==> src/rtl/i2c_target_regfile.sv <==
`default_nettype none
// =====================================================================
// Module   : i2c_target_regfile
// Brief    : I2C target with an auto-incrementing 8-bit register file
// Revision : 1.0
// =====================================================================
module i2c_target_regfile #(
    parameter logic [6:0] TARGET_ADDR = 7'h50,
    parameter int         DEPTH       = 16,
    parameter int         PTR_W       = $clog2(DEPTH)
) (
    input  logic             clk,
    input  logic             rst,
    input  logic             scl_i,
    input  logic             sda_i,
    output logic             sda_oe,
    output logic             busy,
    output logic             wr_strobe,
    output logic [PTR_W-1:0] wr_reg,
    output logic [7:0]       wr_data,
    input  logic [PTR_W-1:0] host_raddr,
    output logic [7:0]       host_rdata
);

    localparam logic [2:0] c_st_idle      = 3'd0;
    localparam logic [2:0] c_st_addr      = 3'd1;
    localparam logic [2:0] c_st_addr_ack  = 3'd2;
    localparam logic [2:0] c_st_wr_byte   = 3'd3;
    localparam logic [2:0] c_st_wr_ack    = 3'd4;
    localparam logic [2:0] c_st_rd_byte   = 3'd5;
    localparam logic [2:0] c_st_rd_ack    = 3'd6;
    localparam logic [2:0] c_st_wait_stop = 3'd7;

    logic             r_scl_meta, r_scl_sync, r_scl_hist;
    logic             r_sda_meta, r_sda_sync, r_sda_hist;
    logic [2:0]       r_state;
    logic [2:0]       r_bitcnt;
    logic [7:0]       r_shreg;
    logic [PTR_W-1:0] r_ptr;
    logic             r_rw;
    logic             r_first_byte;
    logic             r_ack_phase;
    logic             r_sda_oe;
    logic             r_busy;
    logic             r_wr_strobe;
    logic [PTR_W-1:0] r_wr_reg;
    logic [7:0]       r_wr_data;
    logic [7:0]       r_mem [DEPTH];

    logic       w_start, w_stop, w_scl_rise, w_scl_fall;
    logic [7:0] w_byte;
    logic [7:0] w_mem_ptr;

    // Bus lines idle high, so the synchronizers reset to 1 to avoid phantom edges.
    always_ff @(posedge clk) begin
        if (rst) begin
            r_scl_meta <= 1'b1;
            r_scl_sync <= 1'b1;
            r_scl_hist <= 1'b1;
            r_sda_meta <= 1'b1;
            r_sda_sync <= 1'b1;
            r_sda_hist <= 1'b1;
        end else begin
            r_scl_meta <= scl_i;
            r_scl_sync <= r_scl_meta;
            r_scl_hist <= r_scl_sync;
            r_sda_meta <= sda_i;
            r_sda_sync <= r_sda_meta;
            r_sda_hist <= r_sda_sync;
        end
    end

    assign w_start    = r_scl_sync & r_scl_hist & r_sda_hist & ~r_sda_sync;
    assign w_stop     = r_scl_sync & r_scl_hist & ~r_sda_hist & r_sda_sync;
    assign w_scl_rise = r_scl_sync & ~r_scl_hist;
    assign w_scl_fall = ~r_scl_sync & r_scl_hist;
    assign w_byte     = {r_shreg[6:0], r_sda_sync};
    assign w_mem_ptr  = r_mem[r_ptr];

    always_ff @(posedge clk) begin
        if (rst) begin
            r_state      <= c_st_idle;
            r_bitcnt     <= 3'd0;
            r_shreg      <= 8'h00;
            r_ptr        <= '0;
            r_rw         <= 1'b0;
            r_first_byte <= 1'b0;
            r_ack_phase  <= 1'b0;
            r_sda_oe     <= 1'b0;
            r_busy       <= 1'b0;
            r_wr_strobe  <= 1'b0;
            r_wr_reg     <= '0;
            r_wr_data    <= 8'h00;
            for (int i = 0; i < DEPTH; i++) r_mem[i] <= 8'h00;
        end else begin
            r_wr_strobe <= 1'b0;
            if (w_stop) begin
                r_state  <= c_st_idle;
                r_sda_oe <= 1'b0;
                r_busy   <= 1'b0;
            end else if (w_start) begin
                r_state  <= c_st_addr;
                r_sda_oe <= 1'b0;
                r_bitcnt <= 3'd0;
            end else begin
                case (r_state)
                    c_st_addr: if (w_scl_rise) begin
                        r_shreg  <= w_byte;
                        r_bitcnt <= r_bitcnt + 3'd1;
                        if (r_bitcnt == 3'd7) begin
                            if (w_byte[7:1] == TARGET_ADDR) begin
                                r_state     <= c_st_addr_ack;
                                r_busy      <= 1'b1;
                                r_rw        <= w_byte[0];
                                r_ack_phase <= 1'b0;
                            end else begin
                                r_state <= c_st_wait_stop;
                            end
                        end
                    end
                    // First fall starts driving ACK, second fall ends the 9th clock.
                    c_st_addr_ack: if (w_scl_fall) begin
                        if (!r_ack_phase) begin
                            r_sda_oe    <= 1'b1;
                            r_ack_phase <= 1'b1;
                        end else begin
                            r_ack_phase <= 1'b0;
                            r_bitcnt    <= 3'd0;
                            if (r_rw) begin
                                r_shreg  <= w_mem_ptr;
                                r_sda_oe <= ~w_mem_ptr[7];
                                r_state  <= c_st_rd_byte;
                            end else begin
                                r_sda_oe     <= 1'b0;
                                r_first_byte <= 1'b1;
                                r_state      <= c_st_wr_byte;
                            end
                        end
                    end
                    c_st_wr_byte: if (w_scl_rise) begin
                        r_shreg  <= w_byte;
                        r_bitcnt <= r_bitcnt + 3'd1;
                        if (r_bitcnt == 3'd7) begin
                            if (r_first_byte) begin
                                r_ptr        <= w_byte[PTR_W-1:0];
                                r_first_byte <= 1'b0;
                            end else begin
                                r_mem[r_ptr] <= w_byte;
                                r_wr_strobe  <= 1'b1;
                                r_wr_reg     <= r_ptr;
                                r_wr_data    <= w_byte;
                                r_ptr        <= r_ptr + PTR_W'(1);
                            end
                            r_state     <= c_st_wr_ack;
                            r_ack_phase <= 1'b0;
                        end
                    end
                    c_st_wr_ack: if (w_scl_fall) begin
                        if (!r_ack_phase) begin
                            r_sda_oe    <= 1'b1;
                            r_ack_phase <= 1'b1;
                        end else begin
                            r_sda_oe    <= 1'b0;
                            r_ack_phase <= 1'b0;
                            r_bitcnt    <= 3'd0;
                            r_state     <= c_st_wr_byte;
                        end
                    end
                    // bitcnt wraps to 0 on the 8th rise; that fall hands SDA back.
                    c_st_rd_byte: begin
                        if (w_scl_rise) begin
                            r_bitcnt <= r_bitcnt + 3'd1;
                        end else if (w_scl_fall) begin
                            if (r_bitcnt == 3'd0) begin
                                r_sda_oe    <= 1'b0;
                                r_ack_phase <= 1'b0;
                                r_state     <= c_st_rd_ack;
                            end else begin
                                r_shreg  <= {r_shreg[6:0], 1'b0};
                                r_sda_oe <= ~r_shreg[6];
                            end
                        end
                    end
                    c_st_rd_ack: begin
                        if (w_scl_rise) begin
                            r_ptr <= r_ptr + PTR_W'(1);
                            if (r_sda_sync) r_state <= c_st_wait_stop;
                            else            r_ack_phase <= 1'b1;
                        end else if (w_scl_fall && r_ack_phase) begin
                            r_ack_phase <= 1'b0;
                            r_shreg     <= w_mem_ptr;
                            r_sda_oe    <= ~w_mem_ptr[7];
                            r_bitcnt    <= 3'd0;
                            r_state     <= c_st_rd_byte;
                        end
                    end
                    c_st_wait_stop: r_sda_oe <= 1'b0;
                    default: ;
                endcase
            end
        end
    end

    assign sda_oe     = r_sda_oe;
    assign busy       = r_busy;
    assign wr_strobe  = r_wr_strobe;
    assign wr_reg     = r_wr_reg;
    assign wr_data    = r_wr_data;
    assign host_rdata = r_mem[host_raddr];

endmodule
`default_nettype wire

==> config.mk <==
export PLATFORM = sky130hd
export DESIGN_NAME = i2c_target_regfile
export DESIGN_NICKNAME = d
export VERILOG_FILES = /design/src/rtl/i2c_target_regfile.sv
export SDC_FILE = /design/constraint.sdc
export NUM_CORES = 1
export LEC_CHECK = 0
export ABC_AREA = 1
export CAP_MARGIN = 15
export CORE_MARGIN = 3
export CORE_UTILIZATION = 50
export CTS_CLUSTER_SIZE = 8
export DETAILED_ROUTE_END_ITERATION = 8
export PLACE_DENSITY_LB_ADDON = 0.2
export SETUP_SLACK_MARGIN = 0.5
export SLEW_MARGIN = 15
export SYNTH_ARGS = -nofsm -noshare
export SYNTH_HDL_FRONTEND = slang
export SYNTH_SLANG_ARGS = --single-unit
==> constraint.sdc <==
create_clock -name clk -period 3.96 [get_ports clk]
set_clock_uncertainty 0.05 [all_clocks]
set_input_delay 1.188 -clock clk [delete_from_list [all_inputs] [get_ports clk]]
set_output_delay 1.188 -clock clk [all_outputs]
set_load 0.02 [all_outputs]
==> Word-level counts from Yosys, hierarchy flattened <==
Memory sizes are Yosys's and may differ from the RTL's. A register that Yosys moved wholly into a read port is not among the register bits.
Index checks and enable logic that the tools add are counted.
{ "classes": {"n_reduce_logical": 27, "n_mux": 82, "n_addsub": 2, "bitwise_logic": 16, "eq_ne": 50} }
{ "ops": {"columns": ["cell", "count"], "rows": [
  ["3-bit 2-to-1 mux", 22],
  ["7-bit 2-to-1 mux", 9],
  ["3-bit inequality test, second input constant", 16],
  ["14-bit AND reduction", 3],
  ["1-bit 2-to-1 mux", 36],
  ["2-bit inequality test, second input constant", 18],
  ["4-bit 2-to-1 mux", 7],
  ["7-bit case mux with 4 select lines", 1],
  ["3-bit case mux with 6 select lines", 1],
  ["6-bit AND reduction", 3],
  ["3-bit == test, second input constant", 5],
  ["7-bit AND reduction", 2],
  ["12-bit AND reduction", 1],
  ["1-bit case mux with 5 select lines", 2],
  ["5-bit nonzero test", 2],
  ["3-bit by 1-bit inequality test with 1-bit output, second input constant", 3],
  ["1-bit NOT", 9],
  ["3-bit case mux with 3 select lines", 1],
  ["8-bit 2-to-1 mux", 1],
  ["4-bit inequality test, second input constant", 2],
  ["4-bit case mux with 2 select lines", 1],
  ["8-bit AND reduction", 1],
  ["4-bit nonzero test", 2],
  ["8-bit OR reduction", 1],
  ["16 further kinds", 28]
]} }
{ "totals": {"mem_bits_rw": 128, "wordCells": 197, "reg_bits": 41, "mem_count": 1, "inputBits": 8, "out_inout_bits": 23} }
{ "memory_table": {"columns": ["memory", "depth", "word_bits", "rd", "rd_clocked_by_memory_dff", "write_ports", "line_no", "text"], "rows": [
  ["r_mem", 16, 8, 2, 1, 16, "48", "logic [7:0] r_mem [DEPTH];"]
]} }

==> Logic depth before layout (Yosys ltp) <==
{ "depth": {"ltp_word": 10, "ltp_mapped": 12, "ltp_nobuf": 12} }

==> Worst setup path after synthesis <==
No wires, ideal clock.
{ "synth_timing": {"path_type": "input -> output", "start": "input host_raddr[1]", "end": "output host_rdata[0]", "n_path_buf": 2, "stages": 6, "path_slack_ps": 204, "t_arrival_ps": 2518, "t_required_ps": 2722, "cell_sequence": "clkbuf_1 clkbuf_1 o21ai_0 a21oi_1 o22ai_1 o21ai_0"} }
{ "synth_between": {"elab_chain_len": 1} }
{ "synth_rtl": {"columns": ["item", "line_no", "text"], "rows": [
  ["from (decl)", "21", "input logic [PTR_W-1:0] host_raddr,"],
  ["memory read 16 x 8 bit", null, null],
  ["to (decl)", "22", "output logic [7:0] host_rdata"]
]} }
Every way passes these cells.

==> Final worst setup path <==
{ "layout_timing": {"start": "input host_raddr[0]", "end": "output host_rdata[0]"} }
The elaborated chain is that of the path after synthesis.

==> impl_results.html <==
<table>
<tr><th>Metric</th><th>Value</th></tr>
<tr><th colspan="2">Clocking</th></tr>
<tr><td>Worst-path clk slew</td><td>0.07 ns</td></tr>
<tr><td>Maximum root-to-sink buffer count</td><td>2</td></tr>
<tr><td>Root cell of the clock tree</td><td>clkbuf_16</td></tr>
<tr><td>Cts bufs inserted</td><td>17</td></tr>
<tr><td>Worst skew pair latency</td><td>around 0.44 ns</td></tr>
<tr><td>CTS H-Tree Depth</td><td>4</td></tr>
<tr><td>Sink count of the clock tree</td><td>173</td></tr>
<tr><td>CTS Hold Buffers Added</td><td>0</td></tr>
<tr><td>CTS tree</td><td>yes</td></tr>
<tr><th colspan="2">Placement</th></tr>
<tr><td>DP Wirelength</td><td>around 19000 µm</td></tr>
<tr><td>Place WS</td><td>-0.237 ns</td></tr>
<tr><td>Final weighted congestion in routability-driven placement</td><td>0.980</td></tr>
<tr><td>Count of input and output buffers</td><td>30</td></tr>
<tr><th colspan="2">GRT</th></tr>
<tr><td>Maximum number of pins on one net before global-route repair</td><td>68</td></tr>
<tr><td>Final global-route overflow total</td><td>0</td></tr>
<tr><td>Vias in the first global route</td><td>7711</td></tr>
<tr><td>Global-route wire length before repair</td><td>43600 µm</td></tr>
<tr><td>Antenna violations before repair</td><td>0</td></tr>
<tr><td>GR Util All Layers</td><td>28.5%</td></tr>
<tr><th colspan="2">Job</th></tr>
<tr><td>Max capacitance violation total</td><td>0</td></tr>
<tr><th colspan="2">Synth</th></tr>
<tr><td>Leading post-synthesis cells by cell area</td><td>edfxtp_1 (41%), dfxtp_1 (9.7%), nor2_1 (7.6%)</td></tr>
<tr><td>Net Count, Synth</td><td>1152</td></tr>
<tr><td>Share of Yosys cell area claimed by the top area cell type</td><td>between 40% and 50%</td></tr>
<tr><td>Synthesis-stage register bit count</td><td>173</td></tr>
<tr><td>Post-synthesis cell area</td><td>9310 µm²</td></tr>
<tr><td>Syn Area/Cell</td><td>8.19 µm²</td></tr>
<tr><td>Number of warning messages in the yosys log</td><td>0</td></tr>
<tr><td>Post-synthesis sequential area ratio</td><td>about half</td></tr>
<tr><td>Gate count of the mapped netlist</td><td>between 1000 and 1500</td></tr>
<tr><td>Yosys cell types</td><td>35</td></tr>
<tr><td>Cell type contributing the most total cell area after synthesis</td><td>edfxtp_1</td></tr>
<tr><th colspan="2">Drt</th></tr>
<tr><td>Final WL</td><td>29200 µm</td></tr>
<tr><td>Total vias in the final route</td><td>8469</td></tr>
<tr><td>Iteration count of the initial detailed-routing pass</td><td>8</td></tr>
<tr><td>Routed wire length per instance</td><td>20.6 µm</td></tr>
<tr><td>Post-detailed-route count of antenna-violating nets</td><td>0</td></tr>
<tr><td>Average via count per standard cell</td><td>5.99</td></tr>
<tr><td>Number of DRC markers after the initial detailed-route iteration</td><td>1197</td></tr>
<tr><td>DRC violations left</td><td>0</td></tr>
<tr><th colspan="2">Final layout</th></tr>
<tr><td>Largest Register</td><td>r_mem</td></tr>
<tr><td>Largest register FFs</td><td>128</td></tr>
<tr><td>Inserted Diodes</td><td>0</td></tr>
<tr><td>Proportion of layout cells with a drive suffix above 1</td><td>approximately 14%</td></tr>
<tr><td>Register Area</td><td>4750 µm²</td></tr>
<tr><td>Area occupied by multi-input gates</td><td>3980 µm²</td></tr>
<tr><td>Commonest cells after routing, fill and taps aside</td><td>nor2_1 (188), nand2_1 (158), edfxtp_1 (128), inv_1 (106), a21oi_1 (106)</td></tr>
<tr><td>Final Core Density</td><td>between 60% and 70%</td></tr>
<tr><td>Filler cell count</td><td>1615</td></tr>
<tr><td>Most common cell after layout, fill and taps aside</td><td>nor2_1</td></tr>
<tr><td>Area growth, synth to finish</td><td>19.0%</td></tr>
<tr><td>Total number of nets in the final design</td><td>1187</td></tr>
<tr><th colspan="2">Floorplanning</th></tr>
<tr><td>Total Die Area</td><td>20300 µm²</td></tr>
<tr><td>Count of standard-cell rows</td><td>49</td></tr>
<tr><td>Die Span X</td><td>142 µm</td></tr>
<tr><td>DIE HEIGHT</td><td>142 µm</td></tr>
<tr><td>Starting density of the core</td><td>51.3%</td></tr>
<tr><td>IO Pins</td><td>31</td></tr>
<tr><td>Core footprint</td><td>18100 µm²</td></tr>
<tr><th colspan="2">Power</th></tr>
<tr><td>Total chip power</td><td>5.02 mW</td></tr>
<tr><td>Part of the power in registers</td><td>between 40% and 50%</td></tr>
<tr><td>Worst IR drop on VDD</td><td>roughly 0.34 mV</td></tr>
<tr><td>Combinational share of power</td><td>between 20% and 30%</td></tr>
<tr><td>Switching component of the power</td><td>approximately 1.7 mW</td></tr>
<tr><td>Reported leakage power</td><td>4.42 nW</td></tr>
<tr><td>Power share of the clock group</td><td>33.7%</td></tr>
<tr><td>Cell-internal power</td><td>3.33 mW</td></tr>
<tr><td>Switching part of the total power</td><td>33.6%</td></tr>
<tr><td>Power per cell area</td><td>453 nW/µm²</td></tr>
<tr><th colspan="2">STA</th></tr>
<tr><td>Maximum achievable frequency</td><td>281 MHz</td></tr>
<tr><td>Number of hold violations in the final report</td><td>0</td></tr>
<tr><td>Setup-violating endpoint count in the final report</td><td>0</td></tr>
<tr><td>Remaining max-slew budget at the tightest pin</td><td>32.5%</td></tr>
<tr><td>Final Hold Slack</td><td>0.357 ns</td></tr>
<tr><td>Unrepaired setup endpoints after global routing</td><td>true</td></tr>
<tr><td>Least setup slack across all paths after layout</td><td>0.405 ns</td></tr>
<tr><td>Tmin final</td><td>between 3 and 4 ns</td></tr>
<tr><td>Count of final max-slew check failures</td><td>0</td></tr>
<tr><td>Aggregate negative setup slack</td><td>0 ns</td></tr>
<tr><td>Fin crit share</td><td>89.8%</td></tr>
<tr><td>Least-Margin Pin Slew</td><td>1.01 ns</td></tr>
<tr><th colspan="2">Worst setup path</th></tr>
<tr><td>Slowest Stage Delay on Critical Path</td><td>0.21 ns</td></tr>
<tr><td>Nature of the critical path startpoint</td><td>input pin</td></tr>
<tr><td>Classification of the worst setup path</td><td>in -&gt; out</td></tr>
<tr><td>Library cell contributing the largest single delay on the critical path</td><td>o211ai_1</td></tr>
<tr><td>Kind of end point of the critical path</td><td>output pin</td></tr>
<tr><td>CP Max Fanout</td><td>8</td></tr>
<tr><td>Data required time of the critical path</td><td>2.72 ns</td></tr>
<tr><td>Cell breakdown of the critical path</td><td>buf_16 &gt; buf_12 &gt; buf_6 &gt; o211ai_1 &gt; buf_4 &gt; nand3_2 &gt; nand3_2 &gt; o21ai_2 &gt; buf_6</td></tr>
<tr><td>Data arrival time of the critical path</td><td>roughly 2.3 ns</td></tr>
<tr><th colspan="2">Worst hold path</th></tr>
<tr><td>Hold Path Class</td><td>reg -&gt; reg</td></tr>
<tr><th colspan="2">Outcome</th></tr>
<tr><td>Run status</td><td>completed</td></tr>
</table>
[path summary, 6_finish.rpt]
path | from | endpoint | slack [ns] | cells past startpoint
max | host_raddr[0] | host_rdata[0] | 0.41 | 9
min | r_sda_meta | r_sda_sync | 0.36 | 1
max reg2reg | r_bitcnt[1] | r_mem[1][4] | 1.24 | 11
min reg2reg | r_sda_meta | r_sda_sync | 0.36 | 1
[timing repair]
| item | 4_1_cts | 5_1_grt |
|---|---|---|
| hold endpoints to repair | 0 | 0 |
| pin swaps | 14 | 15 |
| setup endpoints to repair | 8 | 8 |
| gates cloned | 6 | 6 |
| buffers inserted | 1 | 0 |
| resized for setup | 96 | 32 |
[per-stage QoR]
stage / instances / area (µm²)
after global routing: 1414 / 11100
after detailed placement: 1369 / 9990
after CTS: 1408 / 10900
after floorplan: 1137 / 9340
after global placement: 1369 / 9990
final: 1414 / 11100
[cell usage after synthesis (all sizes together)]
master     n
a31oi      1
edfxtp   128
ha         7
buf       10
nand3     90
a22oi      1
nor2     195
or2        5
nand2    175
o221ai     6
o2111ai    1
a211oi     2
xor2       1
nor3       6
nand4      6
dfxtp     45
clkbuf    58
o211ai    44
clkinv     8
o21ai    117
a21oi    114
nand3b     1
inv      113
o22ai      3
[cell families (layout without fill, tap and decap cells)]
group | after synthesis | after routing | synth area share [%]
adder cells (fa/ha/maj) | 7 | 7 | 0.940
buffers and inverters | 189 | 237 | 7.74
flip-flops | 173 | 173 | 50.9
AND/OR/NAND/NOR | 478 | 478 | 23.2
AO/OA/AOI/OAI | 289 | 289 | 17.1
XOR/XNOR | 1 | 1 | 0.0941
[worst max-delay path: cells and delay by family]
family | cells | cell delay, ns
compound gates | 2 | 0.27
buf+inv | 5 | 0.69
simple gates | 2 | 0.16
[power by group through the flow]
stage | clock (mW) | combinational (mW) | sequential (mW)
CTS | 1.69 | 1.13 | 2.13
detailed placement | 0 | 1.09 | 2.17
finish | 1.69 | 1.19 | 2.14
global placement | 0 | 1.08 | 2.17
floorplan | 0 | 0.715 | 2.13
global route | 1.78 | 1.29 | 2.15
[per-layer routing]
layer / vias to the layer above / share of wire (%) / routed length (µm) / track usage, %
li1: 3932 / - / - / -
met1: 3983 / 42 / 12300 / 41.1
met2: 482 / 44 / 12900 / 42.9
met3: 72 / 11 / 3200 / 7.19
met4: 0 / 2.6 / 748 / 7.80
met5: - / 0 / 0 / 0
[cell type report]
| cell class | instances | area share, % |
|---|---|---|
| Sequential cell | 173 | 42.8 |
| Multi-Input combinational cell | 775 | 35.9 |
| Timing Repair Buffer | 83 | 9.10 |
| Inverter | 121 | 4.16 |
| Clock buffer | 18 | 3.87 |
| Tap cell | 229 | 2.58 |
| Clock inverter | 14 | 1.43 |
| Timing Repair inverter | 1 | 0.0677 |
Power figures use the tool's default switching activity.
